## config.mk

```make
export PLATFORM = sky130hd
export DESIGN_NAME = mem_port_arbiter
export DESIGN_NICKNAME = d
export VERILOG_FILES = /design/src/rtl/mem_arb_pkg.sv /design/src/rtl/rr_picker.sv /design/src/rtl/mem_port_arbiter.sv
export SDC_FILE = /design/constraint.sdc
export NUM_CORES = 1
export LEC_CHECK = 0
export BUFFER_PORTS_ARGS = -buffer_cell sky130_fd_sc_hd__buf_2
export CAP_MARGIN = 10
export CORE_MARGIN = 2
export CORE_UTILIZATION = 40
export DETAILED_ROUTE_END_ITERATION = 10
export PLACE_DENSITY = 0.81
export SLEW_MARGIN = 20
export SYNTH_ARGS = -nofsm -noshare
export SYNTH_HDL_FRONTEND = slang
export SYNTH_SLANG_ARGS = --single-unit
```

## constraint.sdc

```tcl
create_clock -name clk -period 3.8 [get_ports clk]
set_clock_uncertainty 0.1 [all_clocks]
set_input_delay 0.76 -clock clk [delete_from_list [all_inputs] [get_ports clk]]
set_output_delay 0.76 -clock clk [all_outputs]
set_load 0.02 [all_outputs]
```

## src/rtl/mem_arb_pkg.sv

```systemverilog
// rtl/mem_arb_pkg.sv - shared types and default sizes for the memory port arbiter
package mem_arb_pkg;

    typedef enum logic [1:0] {
        IDLE = 2'd0,
        WAIT = 2'd1,
        DONE = 2'd2
    } arb_state_t;

    localparam int DEF_NREQ = 2;
    localparam int DEF_AW   = 9;
    localparam int DEF_DW   = 32;
    localparam int STRB_W   = DEF_DW / 8;

endpackage

```

## src/rtl/rr_picker.sv

```systemverilog
// rtl/rr_picker.sv - combinational round-robin winner selection starting at ptr
module rr_picker #(
    parameter int NREQ = 2,
    parameter int IW   = $clog2(NREQ)
) (
    input  logic [NREQ-1:0] req,
    input  logic [IW-1:0]   ptr,
    output logic            any,
    output logic [IW-1:0]   winner
);

    logic [2*NREQ-1:0] dbl;
    logic [NREQ-1:0]   rot;
    logic [IW-1:0]     idx;
    logic              found;
    logic [IW:0]       sum;

    // Rotate so ptr lands at bit 0, take the lowest set bit, then rotate the index back.
    always_comb begin
        dbl    = {req, req} >> ptr;
        rot    = dbl[NREQ-1:0];
        idx    = '0;
        found  = 1'b0;
        for (int i = 0; i < NREQ; i++) begin
            if (!found && rot[i]) begin
                idx   = IW'(i);
                found = 1'b1;
            end
        end
        sum = {1'b0, idx} + {1'b0, ptr};
        if (sum >= (IW+1)'(NREQ)) begin
            sum = sum - (IW+1)'(NREQ);
        end
        winner = sum[IW-1:0];
        any    = |req;
    end

endmodule

```

## src/rtl/mem_port_arbiter.sv

```systemverilog
// rtl/mem_port_arbiter.sv - round-robin sharing of one valid/ready memory port among NREQ masters
module mem_port_arbiter
    import mem_arb_pkg::*;
#(
    parameter int NREQ    = DEF_NREQ,
    parameter int AW      = DEF_AW,
    parameter int DW      = DEF_DW,
    parameter int TIMEOUT = 16
) (
    input  logic                        clk,
    input  logic                        resetn,
    input  logic [NREQ-1:0]             req_valid,
    input  logic [NREQ*(DW/8)-1:0]      req_wstrb,
    input  logic [NREQ*AW-1:0]          req_addr,
    input  logic [NREQ*DW-1:0]          req_wdata,
    output logic [NREQ-1:0]             req_ready,
    output logic [NREQ-1:0]             req_err,
    output logic [DW-1:0]               req_rdata,
    output logic                        m_valid,
    output logic [DW/8-1:0]             m_wstrb,
    output logic [AW-1:0]               m_addr,
    output logic [DW-1:0]               m_wdata,
    input  logic                        m_ready,
    input  logic [DW-1:0]               m_rdata,
    output logic                        busy,
    output logic [$clog2(NREQ)-1:0]     grant_id
);

    localparam int IW     = $clog2(NREQ);
    localparam int SW     = DW / 8;
    localparam int CW     = (TIMEOUT > 0) ? $clog2(TIMEOUT + 1) : 1;
    localparam int TO_M1  = (TIMEOUT > 0) ? TIMEOUT - 1 : 0;
    localparam int TO_SAT = (TIMEOUT > 0) ? TIMEOUT : 0;

    arb_state_t      state, state_nxt;
    logic [IW-1:0]   ptr, ptr_nxt;
    logic [CW-1:0]   cnt, cnt_nxt;
    logic            any;
    logic [IW-1:0]   winner;
    logic            timeout_hit;

    logic            m_valid_nxt;
    logic [SW-1:0]   m_wstrb_nxt;
    logic [AW-1:0]   m_addr_nxt;
    logic [DW-1:0]   m_wdata_nxt;
    logic [NREQ-1:0] req_ready_nxt;
    logic [NREQ-1:0] req_err_nxt;
    logic [DW-1:0]   req_rdata_nxt;
    logic [IW-1:0]   grant_nxt;

    rr_picker #(
        .NREQ (NREQ),
        .IW   (IW)
    ) u_picker (
        .req    (req_valid),
        .ptr    (ptr),
        .any    (any),
        .winner (winner)
    );

    assign timeout_hit = (TIMEOUT > 0) && (cnt == CW'(TO_M1));

    always_comb begin
        state_nxt     = state;
        ptr_nxt       = ptr;
        cnt_nxt       = cnt;
        m_valid_nxt   = m_valid;
        m_wstrb_nxt   = m_wstrb;
        m_addr_nxt    = m_addr;
        m_wdata_nxt   = m_wdata;
        req_ready_nxt = '0;
        req_err_nxt   = '0;
        req_rdata_nxt = req_rdata;
        grant_nxt     = grant_id;
        case (state)
            IDLE: begin
                if (any) begin
                    m_wstrb_nxt = req_wstrb[int'(winner)*SW +: SW];
                    m_addr_nxt  = req_addr[int'(winner)*AW +: AW];
                    m_wdata_nxt = req_wdata[int'(winner)*DW +: DW];
                    m_valid_nxt = 1'b1;
                    grant_nxt   = winner;
                    cnt_nxt     = '0;
                    state_nxt   = WAIT;
                end
            end
            WAIT: begin
                // A late m_ready still beats a watchdog expiry in the same cycle.
                if (m_ready || timeout_hit) begin
                    m_valid_nxt             = 1'b0;
                    req_rdata_nxt           = m_ready ? m_rdata : '0;
                    req_ready_nxt[grant_id] = 1'b1;
                    req_err_nxt[grant_id]   = !m_ready;
                    ptr_nxt   = (grant_id == IW'(NREQ-1)) ? '0 : grant_id + 1'b1;
                    state_nxt = DONE;
                end else if (TIMEOUT > 0 && cnt != CW'(TO_SAT)) begin
                    cnt_nxt = cnt + 1'b1;
                end
            end
            DONE: begin
                state_nxt = IDLE;
            end
            default: begin
                state_nxt = IDLE;
            end
        endcase
    end

    always_ff @(posedge clk) begin
        if (!resetn) begin
            state     <= IDLE;
            ptr       <= '0;
            cnt       <= '0;
            m_valid   <= 1'b0;
            m_wstrb   <= '0;
            m_addr    <= '0;
            m_wdata   <= '0;
            req_ready <= '0;
            req_err   <= '0;
            req_rdata <= '0;
            grant_id  <= '0;
            busy      <= 1'b0;
        end else begin
            state     <= state_nxt;
            ptr       <= ptr_nxt;
            cnt       <= cnt_nxt;
            m_valid   <= m_valid_nxt;
            m_wstrb   <= m_wstrb_nxt;
            m_addr    <= m_addr_nxt;
            m_wdata   <= m_wdata_nxt;
            req_ready <= req_ready_nxt;
            req_err   <= req_err_nxt;
            req_rdata <= req_rdata_nxt;
            grant_id  <= grant_nxt;
            busy      <= (state_nxt != IDLE);
        end
    end

endmodule

```

==> results.toml <==
[final_layout]
fillerInstances = 974
drive_above_1_share_pct = 43.41
final_core_util_pct = 52.30
n_antenna_cell = 0
fin_area_mm2 = 0.005375
area_growth_pct = 27.67
fin_nets = 717

[clocking]
cts_buffers = 9
root_buffer = "clkbuf_8"
clockBufferDepth = 2
cts_tree = "yes"
hold_buffers = 0
cts_sinks = 92
cts_max_level = 3
insertion_delay_ps = 360
cts_setup_buffers = 0
ctsResizeCount = 0
clkSlewWorstSetupHoldPaths_ps = 90

[sta]
rsz0062_at_grt = "no"
setup_viol = 0
finalWorstSetupSlack_ps = 1591
worst_slew_pin_slew_ps = 1056
timing.final.crit_period_ps = 2209
finalCritPeriodShare_pct = 58.14
hold_viol_final = 0
setup_tns_ps = 0
hold_slack_ps = 380.4
relSlewSlack_pct = 29.62
fmax_mhz = 452.6
slew_viol_final = 0

[synthesis]
ys_seq_elements = 92
netlist_area_mm2 = 0.004210
synth_top_cell_by_area = "dfxtp_1"
synthCells = 418
synth_top_area_share_pct = 43.74
synthTopCellsByArea = "dfxtp_1 44%, a2111oi_0 8.3%, a2111oi_1 7.8%, nor4_1 6.7%, a22o_1 6.7%"
syn-num-nets = 548
ys_seq_area_share_pct = 43.74
synth_cell_types = 40
synth.avg_cell_area_um2 = 10.07
yosys_warnings = 0

[outcome]
outcome = "finished, final reports clean"

[grt]
grt.overflow.total = 0
grt_pass1_wl_um = 20850
grtUsageTotal_pct = 22.74
grt_max_degree = 93
antenna_found_initial = 0
grt_pass1_vias = 4169

[route]
routedWlPerCell_um = 18.68
first_pass_iters = 7
drtIter0Drc = 381
post-route-drc-count = 0
routed_wl_um = 13600
num_vias = 4400
ant_nets = 0
viasPerCell = 6.044

[place]
pre_cts_ws_ps = 1254
place_area_mm2 = 0.005202
gp_congestion = 0.8460
io_buffers = 210
hpwl_um = 8885

[setup_path]
cpPeakStageDelay_ps = 460
setup.worst_path.start_class = "input pin"
r2r_cells = 6
critPathArrivalTime_ps = 2350
cp.required_ps = 3940
critical_path_depth = 5
path_delay_family = "buffers and inverters"
timing_worst_setup_path_type = "in2reg"
crit_path_cell_trace = "buf_2 -> inv_1 -> buf_4 -> a2111oi_0 -> nor4_1"
endpoint_kind = "flop"
critical_path_buf_inv_count = 3
crit_path_max_fanout = 27
slowest_stage = "a2111oi_0"

[hold_path]
hp-class = "reg2reg"
hold_depth = 1

[floorplan]
core_mm2 = 0.01028
pin_count = 211
fp.dieW_um = 106.6
row_count = 37
die_area_mm2 = 0.01136
fp.dieH_um = 106.6
start_util_pct = 40.97

[power_and_ir_drop]
clockPowerShare_pct = 26.4
netSwitchingPower_mw = 0.7516
ir_worst_vdd_uv = 234.7
power_density_mw_per_mm2 = 415.5
power_frac_comb_pct = 24.8
p_leak_nw = 2.240
p_sw_share_pct = 33.65
p_int_mw = 1.482
seq_power_share_pct = 48.8

[flow_run]
max_cap_violations = 0
## layer usage
metal	wire length [um]	GRT usage, %
met5	0	0
met1	5485	29.43
met4	223	6.957
met2	6582	37.26
met3	1307	5.897
## kinds of logic after synthesis
logic type	count (synthesis)	share of synthesized area [%]
flops	92	43.74
mux	1	0.2378
simple gates	69	10.28
buf+inv	71	8.113
fa+ha+maj	3	0.8916
compound gates	182	36.73
## synthesized netlist by cell type, drive strengths merged
cell,instances
dfxtp,92
a2111oi,90
a21oi,47
nor4,45
a22o,32
buf,32
clkbuf,28
inv,11
nor2,5
and2,3
ha,3
o211ai,3
o21a,3
nand4,2
nor2b,2
o21ai,2
o22ai,2
or2,2
a221o,1
and3,1
and3b,1
mux2i,1
nand2,1
nand2b,1
nand3,1
nand3b,1
nand4bb,1
nor3,1
nor3b,1
nor4b,1
o2bb2ai,1
o311ai,1
## power by group through the flow
stage	combinational, mW	sequential, mW	clock, mW
after detailed placement	0.549	1.11	0
final	0.553	1.09	0.589
after floorplan	0.267	1.20	0
after CTS	0.551	1.09	0.606
after global routing	0.594	1.10	0.650
after global placement	0.537	1.11	0
## layout make-up
class                           count  area [um^2]  share of cell area, %
Clock buffer                       11        131.4                  2.444
Clock inverter                      5        38.79                 0.7216
Inverter                           11        41.29                 0.7682
Multi-Input combinational cell    255         2039                  37.94
Sequential cell                    92         1843                  34.29
Tap cell                          136        170.2                  3.166
Timing Repair Buffer              218         1111                  20.67
## cells in the final DEF, fill, tap and decap left out, types with 3 or more instances in the layout
cell type	instances
buf_2	210
dfxtp_1	91
a21oi_1	47
nor4_1	45
a2111oi_0	40
a2111oi_1	33
a22o_1	32
a2111oi_2	17
inv_1	10
clkbuf_8	9
buf_4	8
nor2_1	4
o211ai_1	3
ha_1	3
clkinv_4	3
## path summary, 6_finish.rpt
check	from	to	slack (ps)
max	req_valid[1]	m_wstrb[0]	1590
min	m_valid	m_valid	380
max reg2reg	cnt[0]	cnt[3]	1680
min reg2reg	m_valid	m_valid	380
## metrics by stage
step	power (mW)	instances
global placement	1.645	712
finish	2.233	728
floorplan	1.467	418
CTS	2.246	728
global route	2.344	728
detailed placement	1.658	712
## state kept, by name, summed over array words and instances, names as in the netlist, 2 cells and up
signal / cells
m_wdata: 32
req_rdata: 32
m_addr: 9
cnt: 5
m_wstrb: 4
req_err: 2
req_ready: 2
state: 2
No activity file was read; power rests on OpenSTA's default activity.
